$ cat config.mk
export PLATFORM = sky130hd
export DESIGN_NAME = uart_ctrl
export DESIGN_NICKNAME = d
export VERILOG_FILES = /design/src/rtl/uart_pkg.sv /design/src/rtl/uart_baud_gen.sv /design/src/rtl/uart_ctrl.sv
export SDC_FILE = /design/constraint.sdc
export NUM_CORES = 1
export LEC_CHECK = 0
export CORE_MARGIN = 3
export CORE_UTILIZATION = 50
export CTS_CLUSTER_DIAMETER = 30
export CTS_CLUSTER_SIZE = 40
export DETAILED_ROUTE_END_ITERATION = 6
export HOLD_SLACK_MARGIN = 0.06
export PLACE_DENSITY = 0.81
export SLEW_MARGIN = 25
export SYNTH_ARGS = -nofsm -noshare
export SYNTH_HDL_FRONTEND = slang
export SYNTH_SLANG_ARGS = --single-unit
export TNS_END_PERCENT = 100
$ cat constraint.sdc
create_clock -name clk -period 2.15 [get_ports clk]
set_input_delay 0.215 -clock clk [delete_from_list [all_inputs] [get_ports clk]]
set_output_delay 0.215 -clock clk [all_outputs]
set_load 0.005 [all_outputs]
$ cat src/rtl/uart_pkg.sv
// Shared types for the UART: parity modes, TX/RX state encodings, default oversample ratio.
package uart_pkg;

    localparam int DEFAULT_OSR = 16;

    typedef enum logic [1:0] {
        PAR_NONE = 2'd0,
        PAR_EVEN = 2'd1,
        PAR_ODD  = 2'd2,
        PAR_RSVD = 2'd3
    } par_mode_e;

    typedef enum logic [2:0] {
        TX_IDLE,
        TX_START,
        TX_DATA,
        TX_PARITY,
        TX_STOP1,
        TX_STOP2
    } tx_state_e;

    typedef enum logic [2:0] {
        RX_IDLE,
        RX_START,
        RX_DATA,
        RX_PARITY,
        RX_STOP
    } rx_state_e;

    // Reserved mode 3 behaves as no parity.
    function automatic logic par_enabled(input par_mode_e m);
        return (m == PAR_EVEN) || (m == PAR_ODD);
    endfunction

endpackage

$ cat src/rtl/uart_baud_gen.sv
// Free-running oversample tick generator: one-cycle tick every br_div+1 clocks.
// The divisor is captured at each wrap so a change never produces a runt period.
module uart_baud_gen #(
    parameter int DIV_W = 11
) (
    input  logic             clk,
    input  logic             rst,
    input  logic [DIV_W-1:0] br_div,
    output logic             tick
);

    logic [DIV_W-1:0] cnt;
    logic [DIV_W-1:0] div_q;

    assign tick = (cnt == div_q);

    always_ff @(posedge clk or negedge rst) begin
        if (!rst) begin
            cnt   <= '0;
            div_q <= '0;
        end else if (tick) begin
            cnt   <= '0;
            div_q <= br_div;
        end else begin
            cnt   <= cnt + DIV_W'(1);
        end
    end

endmodule

$ cat src/rtl/uart_ctrl.sv
// Full-duplex UART: oversampled TX and RX state machines sharing one baud tick.
// TX accepts a new word only when idle; RX has no backpressure (dout overwritten per frame).
module uart_ctrl
    import uart_pkg::*;
#(
    parameter int DATA_W = 8,
    parameter int DIV_W  = 11,
    parameter int OSR    = DEFAULT_OSR
) (
    input  logic              clk,
    input  logic              rst,
    input  logic [DIV_W-1:0]  br_div,
    input  logic [1:0]        par_mode,
    input  logic              two_stop,
    input  logic              tx_start,
    input  logic [DATA_W-1:0] din,
    input  logic              rx_i,
    output logic              tx_o,
    output logic              tx_busy,
    output logic              tx_done,
    output logic [DATA_W-1:0] dout,
    output logic              rx_done,
    output logic              parity_err,
    output logic              frame_err
);

    localparam int CW = $clog2(OSR);
    localparam int IW = $clog2(DATA_W);

    logic tick;

    uart_baud_gen #(.DIV_W(DIV_W)) u_baud (
        .clk    (clk),
        .rst    (rst),
        .br_div (br_div),
        .tick   (tick)
    );

    // ---------------- transmitter ----------------
    tx_state_e         tx_state;
    logic [CW-1:0]     tx_cnt;
    logic [IW-1:0]     tx_idx;
    logic [DATA_W-1:0] tx_sh;
    logic              tx_par;
    logic              tx_pen;
    logic              tx_two;

    always_ff @(posedge clk or negedge rst) begin
        if (!rst) begin
            tx_state <= TX_IDLE;
            tx_o     <= 1'b1;
            tx_busy  <= 1'b0;
            tx_done  <= 1'b0;
            tx_cnt   <= '0;
            tx_idx   <= '0;
            tx_sh    <= '0;
            tx_par   <= 1'b0;
            tx_pen   <= 1'b0;
            tx_two   <= 1'b0;
        end else begin
            tx_done <= 1'b0;
            case (tx_state)
                TX_IDLE: begin
                    if (tx_start) begin
                        tx_state <= TX_START;
                        tx_o     <= 1'b0;
                        tx_busy  <= 1'b1;
                        tx_cnt   <= '0;
                        tx_sh    <= din;
                        tx_pen   <= par_enabled(par_mode_e'(par_mode));
                        tx_par   <= (^din) ^ (par_mode_e'(par_mode) == PAR_ODD);
                        tx_two   <= two_stop;
                    end
                end
                default: begin
                    if (tick) begin
                        if (tx_cnt != CW'(OSR - 1)) begin
                            tx_cnt <= tx_cnt + CW'(1);
                        end else begin
                            tx_cnt <= '0;
                            case (tx_state)
                                TX_START: begin
                                    tx_state <= TX_DATA;
                                    tx_idx   <= '0;
                                    tx_o     <= tx_sh[0];
                                    tx_sh    <= tx_sh >> 1;
                                end
                                TX_DATA: begin
                                    if (tx_idx == IW'(DATA_W - 1)) begin
                                        tx_state <= tx_pen ? TX_PARITY : TX_STOP1;
                                        tx_o     <= tx_pen ? tx_par : 1'b1;
                                    end else begin
                                        tx_idx <= tx_idx + IW'(1);
                                        tx_o   <= tx_sh[0];
                                        tx_sh  <= tx_sh >> 1;
                                    end
                                end
                                TX_PARITY: begin
                                    tx_state <= TX_STOP1;
                                    tx_o     <= 1'b1;
                                end
                                TX_STOP1: begin
                                    if (tx_two) begin
                                        tx_state <= TX_STOP2;
                                    end else begin
                                        tx_state <= TX_IDLE;
                                        tx_busy  <= 1'b0;
                                        tx_done  <= 1'b1;
                                    end
                                end
                                default: begin
                                    tx_state <= TX_IDLE;
                                    tx_o     <= 1'b1;
                                    tx_busy  <= 1'b0;
                                    tx_done  <= 1'b1;
                                end
                            endcase
                        end
                    end
                end
            endcase
        end
    end

    // ---------------- receiver ----------------
    logic [1:0]        rx_sync;
    logic              rx_s;
    rx_state_e         rx_state;
    logic [CW-1:0]     rx_cnt;
    logic [IW-1:0]     rx_idx;
    logic [DATA_W-1:0] rx_sh;
    logic              rx_pbit;
    par_mode_e         rx_mode;
    logic              rx_armed;

    assign rx_s = rx_sync[1];

    always_ff @(posedge clk or negedge rst) begin
        if (!rst) begin
            rx_sync <= 2'b11;
        end else begin
            rx_sync <= {rx_sync[0], rx_i};
        end
    end

    // rx_armed blocks a held-low line (break) from re-triggering after a frame.
    always_ff @(posedge clk or negedge rst) begin
        if (!rst) begin
            rx_state   <= RX_IDLE;
            rx_cnt     <= '0;
            rx_idx     <= '0;
            rx_sh      <= '0;
            rx_pbit    <= 1'b0;
            rx_mode    <= PAR_NONE;
            rx_armed   <= 1'b0;
            dout       <= '0;
            parity_err <= 1'b0;
            frame_err  <= 1'b0;
            rx_done    <= 1'b0;
        end else begin
            rx_done <= 1'b0;
            case (rx_state)
                RX_IDLE: begin
                    if (rx_s) begin
                        rx_armed <= 1'b1;
                    end
                    if (tick && rx_armed && !rx_s) begin
                        rx_state <= RX_START;
                        rx_cnt   <= '0;
                        rx_mode  <= par_mode_e'(par_mode);
                    end
                end
                RX_START: begin
                    if (tick) begin
                        if (rx_cnt == CW'(OSR / 2 - 1)) begin
                            rx_cnt   <= '0;
                            rx_idx   <= '0;
                            rx_state <= rx_s ? RX_IDLE : RX_DATA;
                        end else begin
                            rx_cnt <= rx_cnt + CW'(1);
                        end
                    end
                end
                default: begin
                    if (tick) begin
                        if (rx_cnt != CW'(OSR - 1)) begin
                            rx_cnt <= rx_cnt + CW'(1);
                        end else begin
                            rx_cnt <= '0;
                            case (rx_state)
                                RX_DATA: begin
                                    rx_sh <= {rx_s, rx_sh[DATA_W-1:1]};
                                    if (rx_idx == IW'(DATA_W - 1)) begin
                                        rx_state <= par_enabled(rx_mode) ? RX_PARITY : RX_STOP;
                                    end else begin
                                        rx_idx <= rx_idx + IW'(1);
                                    end
                                end
                                RX_PARITY: begin
                                    rx_pbit  <= rx_s;
                                    rx_state <= RX_STOP;
                                end
                                default: begin
                                    dout       <= rx_sh;
                                    frame_err  <= !rx_s;
                                    parity_err <= par_enabled(rx_mode) &&
                                                  (((^rx_sh) ^ rx_pbit) != (rx_mode == PAR_ODD));
                                    rx_done    <= 1'b1;
                                    rx_armed   <= 1'b0;
                                    rx_state   <= RX_IDLE;
                                end
                            endcase
                        end
                    end
                end
            endcase
        end
    end

endmodule

Yosys cells after proc, flatten, opt, wreduce, memory -nomap -nowiden
Index checks and enable logic that the tools add are counted.
- register bits: 81
- word-level logic and storage cells: 178
- add/sub/neg operators: 5
- equal/unequal tests: 36
- mux-type cells: 71
- bitwise logic cells: 9
- reduce and logical (&&, ||, !) cells: 33
- operator list (kind ; number):
    $mux 3 ; 21
    $mux 8 ; 5
    $mux 4 ; 9
    $pmux 3 s2 ; 4
    $mux 1 ; 23
    $reduce_and 4->1 ; 5
    $reduce_and 5->1 ; 4
    $pmux 8 s2 ; 1
    $reduce_xor 8->1 ; 2
    $ne 2x1->1 const B ; 7
    $eq 3x2->1 const B ; 4
    $ne 2x2->1 const B ; 6
    $pmux 3 s4 ; 1
    $reduce_and 6->1 ; 2
    $add 11x1->11 const B ; 1
    $eq 11x11->1 ; 1
    $mux 11 ; 1
    $eq 3x3->1 const B ; 3
    $add 4x1->4 const B ; 2
    $ne 4x4->1 const B ; 2
    $pmux 4 s2 ; 1
    $reduce_bool 2->1 ; 4
    $not 1->1 ; 7
    $add 3x1->3 const B ; 2
    22 further kinds ; 36

Longest topological paths before layout
- depth in word-level cells: 8
- mapped depth: 7
- depth with buffers taken out: 7

By module
From an unflattened synthesis, not the netlist that was laid out.
- cells, all modules: 336
- area, all modules: 3957.5 um^2
- modules (own cells, without submodules) (module ; instances ; cells an instance ; area each (um^2) ; sequential area each (um^2)):
    uart_ctrl ; 1 ; 253 ; 2930.3 ; 1480.2
    uart_baud_gen ; 1 ; 83 ; 1027.2 ; 550.5

Worst setup path after synthesis
No wires, ideal clock.
- kind: reg-to-reg
- start point: register tx_idx[0]
- end point: register tx_sh[0]
- setup time: 80 ps
- data arrival time: 2195 ps
- required time: 2070 ps
- path slack: -124 ps
- cell stages (with the launch flop): 8
- buffers on the path: 0
- period minus slack after synthesis: 2274 ps
- cell sequence: dfrtp_1 -> ha_1 -> ha_1 -> or3b_1 -> a21o_1 -> a21oi_2 -> a21boi_1 -> a2bb2oi_1
- longest elaborated chain between the ends: 3
- RTL lines (what ; line ; text):
    start, declared ; uart_ctrl.sv:42 ; logic [IW-1:0] tx_idx;
    start signal, assigned ; uart_ctrl.sv:93 ; tx_idx <= tx_idx + IW'(1);
    $eq 3x3->1 ; uart_ctrl.sv:89 ; if (tx_idx == IW'(DATA_W - 1)) begin
    $ne 3x3->1 (no source line) ; - ;
    $reduce_and 5->1 (no source line) ; - ;
    end signal, assigned ; uart_ctrl.sv:69 ; tx_sh <= din;
    end signal, assigned ; uart_ctrl.sv:86 ; tx_sh <= tx_sh >> 1;
    end signal, assigned ; uart_ctrl.sv:95 ; tx_sh <= tx_sh >> 1;
    end, declared ; uart_ctrl.sv:43 ; logic [DATA_W-1:0] tx_sh;
No other way between the ends.
A chain may end at the register's enable or synchronous reset.

Worst setup path after layout
- start point: register tx_idx[1]
- end point: register tx_sh[2]
Same word-level chain as after synthesis.

==> results.txt <==
- The flow ran to the end, and the final reports show no timing, DRC or antenna violations.
- Post-layout net count: 476
- Layout cell share with drive strength beyond 1: 22.0%
- Counting the fill cells in the layout gives 546.
- Counting every sink on the clock net gives 81.
* Post-route non-filler standard cell count: 545
* Average instance area after synthesis: 10.7 sq um
* Count of flip-flops with a built-in enable after synthesis: 0
- Number of DRC markers after the initial detailed-route iteration: 247
* Kind of path behind the tightest hold check: in -> reg
* Die height: 95.3 um
- Min Clock Period, post-route: 2.08 ns
- VDD sags by at most 0.000410 V.
- Counting both buffers and inverters, the worst setup path holds a total of 0.
- CTS clock-pin slew for the worst setup and hold paths: 0.08 ns
- Maximum fanout count along the critical path: 7
- Slowest cell on the critical path: dfrtp_1
- Most area-hungry cell type in the Yosys netlist: dfrtp_1
- Register area: 2030 sq um
* Critical Setup Path Class: reg -> reg
- Dividing the final minimum period by the clock period gives 96.9%.
- Final HPWL DP: 5840 um
* Pleak: 2.29 nW
- Initial DRT Pass Iterations: 4
- Remaining antenna violation count after routing: 0
- Post-CTS Setup Bufs: 0
* Initial core utilization: 53.3%
- After routing, the total negative slack on setup checks comes to 0 ns.
* Maximum number of pins on one net before global-route repair: 46
- Grouping stages by cell kind, the critical path spends the most delay in compound AO/OA/AOI/OAI gates.
- The worst setup path is launched from a register.
- Counting flops and latches in the post-synthesis netlist gives 81.
- Synthesis-to-layout area growth: 25.6%
* Critical path required time: 2.43 ns
* Power, Total: 0.00284 W
- Synthesis instantiated 50 different standard cells from the library.
* Std cell rows: 31
* Top-level port count: 40
- Die outline area: 9080 sq um
- WP data arrival: 2.36 ns
- For this run, the leading register cell type out of synthesis is dfrtp_1.
* Width of the die: 95.3 um
* Remaining global-route overflow: 0
- Nets in the synthesized netlist: 408
- In the final routed layout, each cell accounts on average for 14.9 um.
* Clock tree skew after final layout: 0.00872 ns
* Number of vias in the routed layout: 3064
* Global-route wire length before repair: 14200 um
- Share of the yosys chip area belonging to registers: 50.9%
- Drt via density: 5.62
* Placeable core area: 7490 sq um
- The later pin in the worst-skew pair is clocked with a latency of 0.35 ns.
* Worst slew margin: 68.4%
- Global-route usage over all layers: 19.9%
- Number of global-route vias before repair: 3128
- CTS tree: built
* RSZ-0062 raised after global routing: true
* Achievable Freq: 480 MHz
* Pwr/cell area: 568 nW/um^2
* Peak per-stage delay on the critical path: 0.39 ns
- Final WL: 8150 um
* Transition time of the tightest slew-check pin: 0.473 ns
- Biggest area contributors in the synthesized netlist: dfrtp_1, mux2_2, nand2_1, xnor2_1, xor2_1
* Cell count after synthesis: 373
- Async set-or-reset flop fraction in the synthesized netlist: 100%
- Cell with the most instances after synthesis: dfrtp_1
* Endpoint class of the critical path: register
* # setup viols final: 0
* Routability cong.: 0.874
* Post-Syn Area: 3990 sq um
- Number of pins exceeding their max-slew limit in the final report: 0
* Share of the synthesized area in the top cell type: 49.0%
* # DRC: 0
- In this run the number of H-tree levels came out at 3.
* Buffers from clock root to sink, at most: 2
* Final hold viol count: 0
- Footprint of the multi-input gates: 1950 sq um
- In this run the clock root is driven by a clkbuf_8.
* List of most frequent post-synthesis cells: dfrtp_1, nand2_1, nor2_1
- At the end of the flow the core is filled with cells to 66.9%.
* Max-cap violations: 0
* Yosys warns: 0
* Number of antenna violations at the first check in global routing: 0
* Cell chain of the critical path: ha_2, ha_4, or3b_4, a21o_1, a21oi_2, a21boi_4, a2bb2oi_1
- Number of CTS-inserted buffers: 9
- Including well taps, the total number of placed cells is 528.
- Number of port buffers: 39
* Antenna cell count: 0
==> path summary, 6_finish.rpt <==
kind	startpoint	to	depth (start not counted)	slack, ns
min reg2reg	rx_sync[0]	rx_sync[1]	0	0.36
min	rx_i	rx_sync[0]	1	0.28
max reg2reg	tx_idx[1]	tx_sh[2]	7	0.07
min in group asynchronous	rst	rx_state[2]	2	0.36
max	tx_idx[1]	tx_sh[2]	7	0.07
max in group asynchronous	rst	u_baud.cnt[0]	3	1.19
==> metrics by stage <==
step,area (sq um),setup WS [ns],hold WS (ns)
after global placement,4700,0.00420,0.201
final,5010,0.0670,0.275
after global routing,5010,-0.0451,0.253
after detailed placement,4700,-0.000709,0.209
after CTS,4920,0.0349,0.248
after floorplan,4000,0.00967,-0.0806
==> state kept, by name, indices dropped and copies added (netlist names), 2 cells and up <==
signal / count
tx_idx: 3
dout: 8
rx_state: 3
rx_idx: 3
u_baud.div_q: 11
rx_sh: 8
tx_sh: 8
rx_mode: 2
rx_sync: 2
tx_cnt: 4
tx_state: 3
u_baud.cnt: 11
rx_cnt: 4
==> where the power goes <==
group	total, W	switching, W	internal (W)	leakage, nW
Sequential	0.00153	0.00000169	0.00153	1.02
Combinational	0.000121	0.0000563	0.0000651	1.17
Clock	0.00119	0.000556	0.000637	0.106
==> cell usage in the layout (no fill, tap or decap), types with 2 or more instances in the layout <==
| cell type | Yosys | final |
|---|---|---|
| o22ai_1 | 9 | 9 |
| inv_1 | 12 | 12 |
| xor2_1 | 17 | 17 |
| nand2_1 | 54 | 54 |
| nor3_2 | 1 | 2 |
| a2bb2oi_2 | 0 | 6 |
| clkdlybuf4s50_1 | 0 | 38 |
| or3_1 | 2 | 2 |
| nor2b_1 | 2 | 2 |
| a211oi_1 | 2 | 2 |
| nor2_1 | 26 | 26 |
| nand3_1 | 16 | 15 |
| a21oi_1 | 7 | 7 |
| dfrtp_1 | 78 | 78 |
| and3_1 | 4 | 3 |
| mux2i_1 | 5 | 5 |
| nor4_4 | 2 | 2 |
| mux2_4 | 8 | 8 |
| a41oi_1 | 2 | 2 |
| o211ai_1 | 2 | 2 |
| xnor2_1 | 18 | 18 |
| ha_1 | 9 | 7 |
| o21ai_0 | 16 | 16 |
| clkbuf_8 | 0 | 12 |
| nand4_1 | 2 | 2 |
| nand3_2 | 1 | 2 |
| mux2_2 | 18 | 18 |
| dfstp_2 | 3 | 3 |
| nand2b_1 | 4 | 4 |
| nor3_1 | 7 | 6 |
| a21o_1 | 3 | 3 |
| o31ai_1 | 3 | 2 |
| a32o_1 | 3 | 3 |
| buf_4 | 1 | 30 |
==> timing repair <==
item / in CTS / in global routing
resized for setup: 1 / 17
pin swaps: 0 / 6
hold endpoints to repair: 33 / 0
hold buffers: 1 / 0
endpoints found under the setup margin: 1 / 16
==> logic make-up (layout without fill, tap and decap cells) <==
| family | Yosys count | count (layout) | synth area share, % |
|---|---|---|---|
| multiplexers | 31 | 31 | 9.35 |
| buffers and inverters | 26 | 99 | 2.57 |
| AO/OA/AOI/OAI | 62 | 62 | 10.5 |
| AND/OR/NAND/NOR | 128 | 128 | 15.5 |
| XOR/XNOR | 36 | 36 | 8.25 |
| adder cells (fa/ha/maj) | 9 | 9 | 2.82 |
| flip-flops | 81 | 81 | 50.9 |
==> per-layer routing <==
layer	wire (um)	GRT usage [%]	vias to the layer above	part of all wire (%)
met5	0	0	-	0
met4	106	6.25	0	1.3
met3	377	4.89	13	4.6
met2	4110	32.4	90	50
met1	3550	26.2	1521	44
li1	-	-	1440	-
==> cell type report <==
type                    count  share of cell area (%)
clock buffers              13                    3.37
flip-flops and latches     81                    40.6
inverters                  12                   0.900
well taps                  99                    2.47
repair buffers             71                    12.9
clock inverters             3                   0.925
multi-input cells         266                    38.9
Power figures use the tool's default switching activity.
